`src/rtl/axi_frame_writer.sv`:
```
// axi_frame_writer
// AXI4-full write master: drains packed pixel words from a first-word-fall-
// through FIFO and writes them as fixed-length INCR bursts into rotating frame
// buffers in DDR. Exactly one burst is in flight at a time (AW, then W, then B).
//
// Ports
//   M_AXI_ACLK / M_AXI_ARESETN   clock, async active-low reset
//   frame_start                  pulse: first word of a new frame is at FIFO head
//   fifo_rd_data / fifo_rd_cnt   FWFT head word and fill level
//   fifo_rd_en                   pop strobe (= WVALID & WREADY)
//   wr_frame_idx                 buffer currently being written
//   wr_frame_done                pulse on the B handshake that completes a frame
//   wr_err                       sticky, set on any BRESP != OKAY
//   M_AXI_AW* / M_AXI_W* / M_AXI_B*   AXI4 write channels
//
// Optional build macro AXI_FRAME_WRITER_STATS_EN adds burst_total and
// frame_abort_cnt saturating counters.
module axi_frame_writer #(
    parameter logic [31:0] C_M_TARGET_SLAVE_BASE_ADDR = 32'h10000000,
    parameter int          C_M_AXI_BURST_LEN          = 128,
    parameter int          C_M_AXI_ID_WIDTH           = 1,
    parameter int          C_M_AXI_ADDR_WIDTH         = 32,
    parameter int          C_M_AXI_DATA_WIDTH         = 128,
    parameter int          C_M_AXI_AWUSER_WIDTH       = 1,
    parameter int          C_M_AXI_WUSER_WIDTH        = 1,
    parameter int          C_M_AXI_BUSER_WIDTH        = 1,
    parameter int          FRAME_BURSTS               = 1800,
    parameter logic [31:0] FRAME_STRIDE               = 32'h00400000,
    parameter int          FRAME_BUF_NUM              = 3
) (
    input  logic                              M_AXI_ACLK,
    input  logic                              M_AXI_ARESETN,
    input  logic                              frame_start,
    input  logic [C_M_AXI_DATA_WIDTH-1:0]     fifo_rd_data,
    input  logic [11:0]                       fifo_rd_cnt,
    output logic                              fifo_rd_en,
    output logic [1:0]                        wr_frame_idx,
    output logic                              wr_frame_done,
    output logic                              wr_err,
`ifdef AXI_FRAME_WRITER_STATS_EN
    output logic [31:0]                       burst_total,
    output logic [15:0]                       frame_abort_cnt,
`endif
    output logic [C_M_AXI_ID_WIDTH-1:0]       M_AXI_AWID,
    output logic [C_M_AXI_ADDR_WIDTH-1:0]     M_AXI_AWADDR,
    output logic [7:0]                        M_AXI_AWLEN,
    output logic [2:0]                        M_AXI_AWSIZE,
    output logic [1:0]                        M_AXI_AWBURST,
    output logic                              M_AXI_AWLOCK,
    output logic [3:0]                        M_AXI_AWCACHE,
    output logic [2:0]                        M_AXI_AWPROT,
    output logic [3:0]                        M_AXI_AWQOS,
    output logic [C_M_AXI_AWUSER_WIDTH-1:0]   M_AXI_AWUSER,
    output logic                              M_AXI_AWVALID,
    input  logic                              M_AXI_AWREADY,
    output logic [C_M_AXI_DATA_WIDTH-1:0]     M_AXI_WDATA,
    output logic [C_M_AXI_DATA_WIDTH/8-1:0]   M_AXI_WSTRB,
    output logic                              M_AXI_WLAST,
    output logic [C_M_AXI_WUSER_WIDTH-1:0]    M_AXI_WUSER,
    output logic                              M_AXI_WVALID,
    input  logic                              M_AXI_WREADY,
    input  logic [C_M_AXI_ID_WIDTH-1:0]       M_AXI_BID,
    input  logic [1:0]                        M_AXI_BRESP,
    input  logic [C_M_AXI_BUSER_WIDTH-1:0]    M_AXI_BUSER,
    input  logic                              M_AXI_BVALID,
    output logic                              M_AXI_BREADY
);
    localparam int AW          = C_M_AXI_ADDR_WIDTH;
    localparam int BURST_BYTES = C_M_AXI_BURST_LEN * C_M_AXI_DATA_WIDTH / 8;
    localparam int BEAT_W      = (C_M_AXI_BURST_LEN > 1) ? $clog2(C_M_AXI_BURST_LEN) : 1;
    localparam int BC_W        = $clog2(FRAME_BURSTS + 1);

    typedef enum logic [2:0] {S_IDLE, S_WAIT, S_AW, S_W, S_B} state_t;

    state_t            state_q;
    logic [AW-1:0]     addr_q;
    logic [BC_W-1:0]   burst_cnt_q, burst_cnt_d;
    logic [BEAT_W-1:0] beat_q;
    logic [1:0]        idx_q, idx_d;
    logic              pend_q;
    logic              awvalid_q, wvalid_q, wlast_q, bready_q, done_q, err_q;

    // Buffer bases are stride-aligned and the stride is a multiple of the
    // burst size, so bursts stay size-aligned and never cross a 4 KB line.
    function automatic logic [AW-1:0] buf_base(input logic [1:0] idx);
        return AW'(C_M_TARGET_SLAVE_BASE_ADDR) + AW'(idx) * AW'(FRAME_STRIDE);
    endfunction

    assign burst_cnt_d = burst_cnt_q + 1'b1;
    assign idx_d       = (idx_q == 2'(FRAME_BUF_NUM - 1)) ? 2'd0 : idx_q + 2'd1;

    always_ff @(posedge M_AXI_ACLK or negedge M_AXI_ARESETN) begin
        if (!M_AXI_ARESETN) begin
            state_q     <= S_IDLE;
            addr_q      <= '0;
            burst_cnt_q <= '0;
            beat_q      <= '0;
            idx_q       <= 2'd0;
            pend_q      <= 1'b0;
            awvalid_q   <= 1'b0;
            wvalid_q    <= 1'b0;
            wlast_q     <= 1'b0;
            bready_q    <= 1'b0;
            done_q      <= 1'b0;
            err_q       <= 1'b0;
        end else begin
            done_q <= 1'b0;
            // A restart request outside IDLE waits for the next WAIT entry;
            // the state arms below clear it where it is consumed.
            if (state_q != S_IDLE && frame_start) pend_q <= 1'b1;
            case (state_q)
                S_IDLE: if (frame_start) begin
                    state_q     <= S_WAIT;
                    burst_cnt_q <= '0;
                    addr_q      <= buf_base(idx_q);
                end
                S_WAIT: if (pend_q) begin
                    // Abandon the current frame, restart at the next buffer.
                    pend_q      <= 1'b0;
                    idx_q       <= idx_d;
                    addr_q      <= buf_base(idx_d);
                    burst_cnt_q <= '0;
                end else if (fifo_rd_cnt >= 12'(C_M_AXI_BURST_LEN)) begin
                    state_q   <= S_AW;
                    awvalid_q <= 1'b1;
                end
                S_AW: if (M_AXI_AWREADY) begin
                    state_q   <= S_W;
                    awvalid_q <= 1'b0;
                    wvalid_q  <= 1'b1;
                    wlast_q   <= (C_M_AXI_BURST_LEN == 1);
                    beat_q    <= '0;
                end
                S_W: if (M_AXI_WREADY) begin
                    if (wlast_q) begin
                        state_q  <= S_B;
                        wvalid_q <= 1'b0;
                        wlast_q  <= 1'b0;
                        bready_q <= 1'b1;
                    end else begin
                        beat_q  <= beat_q + 1'b1;
                        wlast_q <= (beat_q == BEAT_W'(C_M_AXI_BURST_LEN - 2));
                    end
                end
                S_B: if (M_AXI_BVALID) begin
                    bready_q    <= 1'b0;
                    addr_q      <= addr_q + AW'(BURST_BYTES);
                    burst_cnt_q <= burst_cnt_d;
                    if (M_AXI_BRESP != 2'b00) err_q <= 1'b1;
                    if (burst_cnt_d == BC_W'(FRAME_BURSTS)) begin
                        done_q <= 1'b1;
                        idx_q  <= idx_d;
                        // A start arriving with (or before) the final response
                        // opens the next frame right away, using this advance.
                        if (frame_start || pend_q) begin
                            state_q     <= S_WAIT;
                            pend_q      <= 1'b0;
                            addr_q      <= buf_base(idx_d);
                            burst_cnt_q <= '0;
                        end else begin
                            state_q <= S_IDLE;
                        end
                    end else begin
                        state_q <= S_WAIT;
                    end
                end
                default: state_q <= S_IDLE;
            endcase
        end
    end

`ifdef AXI_FRAME_WRITER_STATS_EN
    logic [31:0] burst_total_q;
    logic [15:0] abort_cnt_q;
    always_ff @(posedge M_AXI_ACLK or negedge M_AXI_ARESETN) begin
        if (!M_AXI_ARESETN) begin
            burst_total_q <= '0;
            abort_cnt_q   <= '0;
        end else begin
            if (state_q == S_B && M_AXI_BVALID && burst_total_q != '1)
                burst_total_q <= burst_total_q + 1'b1;
            if (state_q == S_WAIT && pend_q && abort_cnt_q != '1)
                abort_cnt_q <= abort_cnt_q + 1'b1;
        end
    end
    assign burst_total     = burst_total_q;
    assign frame_abort_cnt = abort_cnt_q;
`endif

    assign fifo_rd_en    = wvalid_q & M_AXI_WREADY;
    assign wr_frame_idx  = idx_q;
    assign wr_frame_done = done_q;
    assign wr_err        = err_q;

    assign M_AXI_AWID    = '0;
    assign M_AXI_AWADDR  = addr_q;
    assign M_AXI_AWLEN   = 8'(C_M_AXI_BURST_LEN - 1);
    assign M_AXI_AWSIZE  = 3'($clog2(C_M_AXI_DATA_WIDTH / 8));
    assign M_AXI_AWBURST = 2'b01;
    assign M_AXI_AWLOCK  = 1'b0;
    assign M_AXI_AWCACHE = 4'b0010;
    assign M_AXI_AWPROT  = 3'b000;
    assign M_AXI_AWQOS   = 4'b0000;
    assign M_AXI_AWUSER  = '0;
    assign M_AXI_AWVALID = awvalid_q;
    assign M_AXI_WDATA   = wvalid_q ? fifo_rd_data : '0;
    assign M_AXI_WSTRB   = '1;
    assign M_AXI_WLAST   = wlast_q;
    assign M_AXI_WUSER   = '0;
    assign M_AXI_WVALID  = wvalid_q;
    assign M_AXI_BREADY  = bready_q;

    // Single outstanding burst, so the response ID and user bits carry no information.
    logic unused_ok;
    assign unused_ok = &{1'b0, M_AXI_BID, M_AXI_BUSER};
endmodule

```
`config.mk`:
```
export PLATFORM = sky130hd
export DESIGN_NAME = axi_frame_writer
export DESIGN_NICKNAME = d
export VERILOG_FILES = /design/src/rtl/axi_frame_writer.sv
export SDC_FILE = /design/constraint.sdc
export NUM_CORES = 1
export LEC_CHECK = 0
export ABC_AREA = 1
export CAP_MARGIN = 20
export CELL_PAD_IN_SITES_DETAIL_PLACEMENT = 0
export CELL_PAD_IN_SITES_GLOBAL_PLACEMENT = 1
export CORE_ASPECT_RATIO = 0.7
export CORE_MARGIN = 2
export CORE_UTILIZATION = 19
export DETAILED_ROUTE_END_ITERATION = 8
export GPL_TIMING_DRIVEN = 0
export PLACE_DENSITY = 0.89
export SLEW_MARGIN = 20
export SYNTH_ARGS = -nofsm -noshare
export SYNTH_HDL_FRONTEND = slang
export SYNTH_SLANG_ARGS = --single-unit
```
`constraint.sdc`:
```
create_clock -name M_AXI_ACLK -period 1.9 [get_ports M_AXI_ACLK]
set_input_delay 0.38 -clock M_AXI_ACLK [delete_from_list [all_inputs] [get_ports M_AXI_ACLK]]
set_output_delay 0.38 -clock M_AXI_ACLK [all_outputs]
set_load 0.1 [all_outputs]
```
==> metrics.txt <==
TritonCTS Buffers 5; worst slew pin tran 967.4 ps; effective utilization at floorplan 19.29%; cell accounting for the most synthesized area dfrtp_1; Root Buffer clkbuf_16; max incr delay on CP 560 ps; DRT iter0 DRCs 216; fillers 2212; Sw Ratio 54.77%; Final Hold Fails 0; prevailing post-synth register cell dfrtp_1; Worst Path Arrival 1610 ps; Yosys top cell area share 28.05%; final RePlAce weighted congestion 0.8306; Worst Skew 4.808 ps; Mapped Area 4549 um2; worst hold path class primary input to asynchronous set/reset pin; Crit. Startpoint M_AXI_WVALID$_DFFE_PN0P_; Final Max Tran Viols 0; status finished, violations left; part of the power in the clock network 13.6%; dpl hpwl 18900 um; worst-path cell chain clkbuf_16, clkbuf_16, nand2_2, clkinvlp_4, buf_8; H-tree levels 2; failing checks negative setup slack; maximum fanout along the worst path 7; initial antenna violation count 3; Logic pwr share 68.6%; Final period util 104.8%; pin count of the biggest net entering global routing 52; final setup fails 107; leakage power 4.637 nW; Internal 3.591 mW; Post-Syn Instances 761; Die Height 133.5 um; antenna-violating nets left 0; Pwr Density 721.0 nW/um2; Vias/cell 3.919; drt total wl 24850 um; I/O pin count 363; core box area 23580 um2; Distinct cells, synth 35; Seq. cell area 1315 um2; Yosys reg bits 51; Final WS setup -90.52 ps; number of synthesized flops with an enable pin 0; port bufs 298; maximum vdd drop 0.0007986 V; Seq/Total Area, Yosys 28.05%; Area contributors post-synth dfrtp_1, nand2_1, inv_1; global-route wire length before repair 33180 um; Worst EP required 1520 ps; Sw Pwr 4.349 mW; CP Class flop to primary output; MaxCap Viol Count 0; area of the multi-input gates 3053 um2; Clock Latency Late Sink 300 ps; syn avg cell area 5.978 um2; clk buf depth 2; drt drc 0; FFs w/ async S/R, synth 100.0%; CP Capture Type primary output; final worst path period need 1991 ps; fin nets 1304; slowest CP cell dfrtp_4; Sequential Power Share 17.9%; unrepaired setup endpoints after global routing true; Reg-to-Reg Start burst_cnt_q[3]$_DFFE_PN0P_; final core occ 46.69%; Core Rows 47; Overflow after GRT 0; slew margin rel. 35.76%; TritonCTS clock tree yes; die area 25220 um2; Routed wire per std cell 16.89 um; ratio of cells with drive above 1 in the final layout 49.83%; via count 5765; Setup TNS -4502 ps; GRT Overall Usage 17.68%; Worst Setup Start Kind flop; Top cell by count, worst path clkbuf_16; Sink Count 51; count of yosys warnings during synthesis 0; Die W 188.9 um; clock-pin transition on the worst setup and hold timing paths 70 ps; met2 Use GR 31.77%; Synth-to-Final Area Change 142.0%; drt pass-1 iters 4; vias in the first global route 5352; met3 Use GR 4.057%; met1 Track Usage GR 21.95%; GRT Max-Usage Layer met2; worst hold slack 125.0 ps; fmax 502.4 MHz
## kinds of logic (layout without fill, tap and decap cells)
family                   Yosys count  in the layout  share of synthesized area [%]
adder cells (fa/ha/maj)            5              5                          1.375
other                              2             58                         0.1651
AO/OA/AOI/OAI                     40             40                          4.841
flip-flops                        51             51                          28.05
XOR/XNOR                          16             16                          3.080
buffers and inverters            254            590                          25.91
AND/OR/NAND/NOR                  393            393                          36.58
## state kept, by name, summed over array words and instances (netlist names)
signal         count
M_AXI_WVALID       1
wr_frame_idx       2
M_AXI_BREADY       1
pend_q             1
burst_cnt_q       11
beat_q             7
M_AXI_AWADDR      21
M_AXI_WLAST        1
M_AXI_AWVALID      1
wr_frame_done      1
wr_err             1
state_q            3
## power by group through the flow
stage                     Sequential (mW)  Clock, mW  Combinational [mW]
final                                1.42       1.08                5.44
after global routing                 1.44       1.16                5.74
after CTS                            1.41       1.10                5.03
after detailed placement             1.44          0                4.69
after global placement               1.43          0                4.68
after floorplan                      1.82          0                3.13
## cells in the final DEF, fill, tap and decap left out, types with 8 or more instances in the layout
cell type        instances
nand2_1                149
clkdlybuf4s50_1        139
clkinvlp_4             129
buf_4                   71
buf_12                  64
nand2_4                 60
buf_6                   57
conb_1                  55
nor2_1                  44
inv_1                   43
nand2_2                 42
nand3_1                 35
dfrtp_1                 32
clkdlybuf4s15_2         25
nor2_2                  21
clkbuf_16               21
o21ai_0                 18
buf_8                   18
dfrtp_2                 13
a21oi_1                 12
xor2_1                   8
nand4_1                  8
## final timing paths
kind / end / slack [ps] / depth (start not counted)
min reg2reg: wr_err$_DFFE_PN0P_ / 480 / 2
min: M_AXI_AWADDR[20]$_DFFE_PN0P_ / 120 / 1
max: M_AXI_WDATA[124] / -90 / 5
max reg2reg: M_AXI_AWADDR[14]$_DFFE_PN0P_ / 20 / 14
max in group asynchronous: M_AXI_WVALID$_DFFE_PN0P_ / 1260 / 1
min in group M_AXI_ACLK: wr_err$_DFFE_PN0P_ / 480 / 2
## area by class of cell
cell class,count,share of cell area (%)
well taps,318,3.614
plain buffers,75,6.875
multi-input cells,509,27.73
flip-flops and latches,51,11.94
inverters,179,10.52
diodes,3,0.06818
clock inverters,2,0.3182
repair buffers,328,37.67
clock buffers,6,1.261
## per-stage QoR
stage	cells	instance area [um2]	power, mW	worst slack (ps)
2_1_floorplan	814	5281	4.947	0.5272
3_3_place_gp	1430	8662	6.113	-1623
3_5_place_dp	1430	8660	6.127	-1147
4_1_cts	1453	10320	7.541	-187.5
5_1_grt	1470	11010	8.336	-138.4
6_report	1471	11010	7.939	-90.52
## per-layer routing
layer,wire [um],vias to the layer above
li1,-,2895
met1,9660,2650
met2,12960,194
met3,1829,26
met4,402,0
met5,0,-
## critical path: cells and delay by family (launching register included)
family | cells | cell delay [ps]
buffers and inverters | 4 | 660
DFF | 1 | 560
and+or+nand+nor | 1 | 90
## Yosys cell counts, types with 3 or more instances
cell type and instances:
xor2_1 9, nor2_1 63, xnor2_1 7, clkbuf_1 15, o21ai_0 21, nor3_1 7
o22ai_1 3, ha_1 5, nand3_1 38, dfrtp_1 51, a21oi_1 12, nand2_2 9
inv_1 172, nand4_1 8, inv_2 6, nand2_1 248, nor2_2 8, buf_4 55
nand3b_1 3
## timing repair
item / CTS / global route
buffers inserted: 6 / 12
pin swaps: 5 / 19
gates resized for setup: 1237 / 162
cloned: 9 / 4
setup endpoints to repair: 185 / 163
hold buffers: 0 / 0
Note: power is estimated with default switching activity, not from simulation.
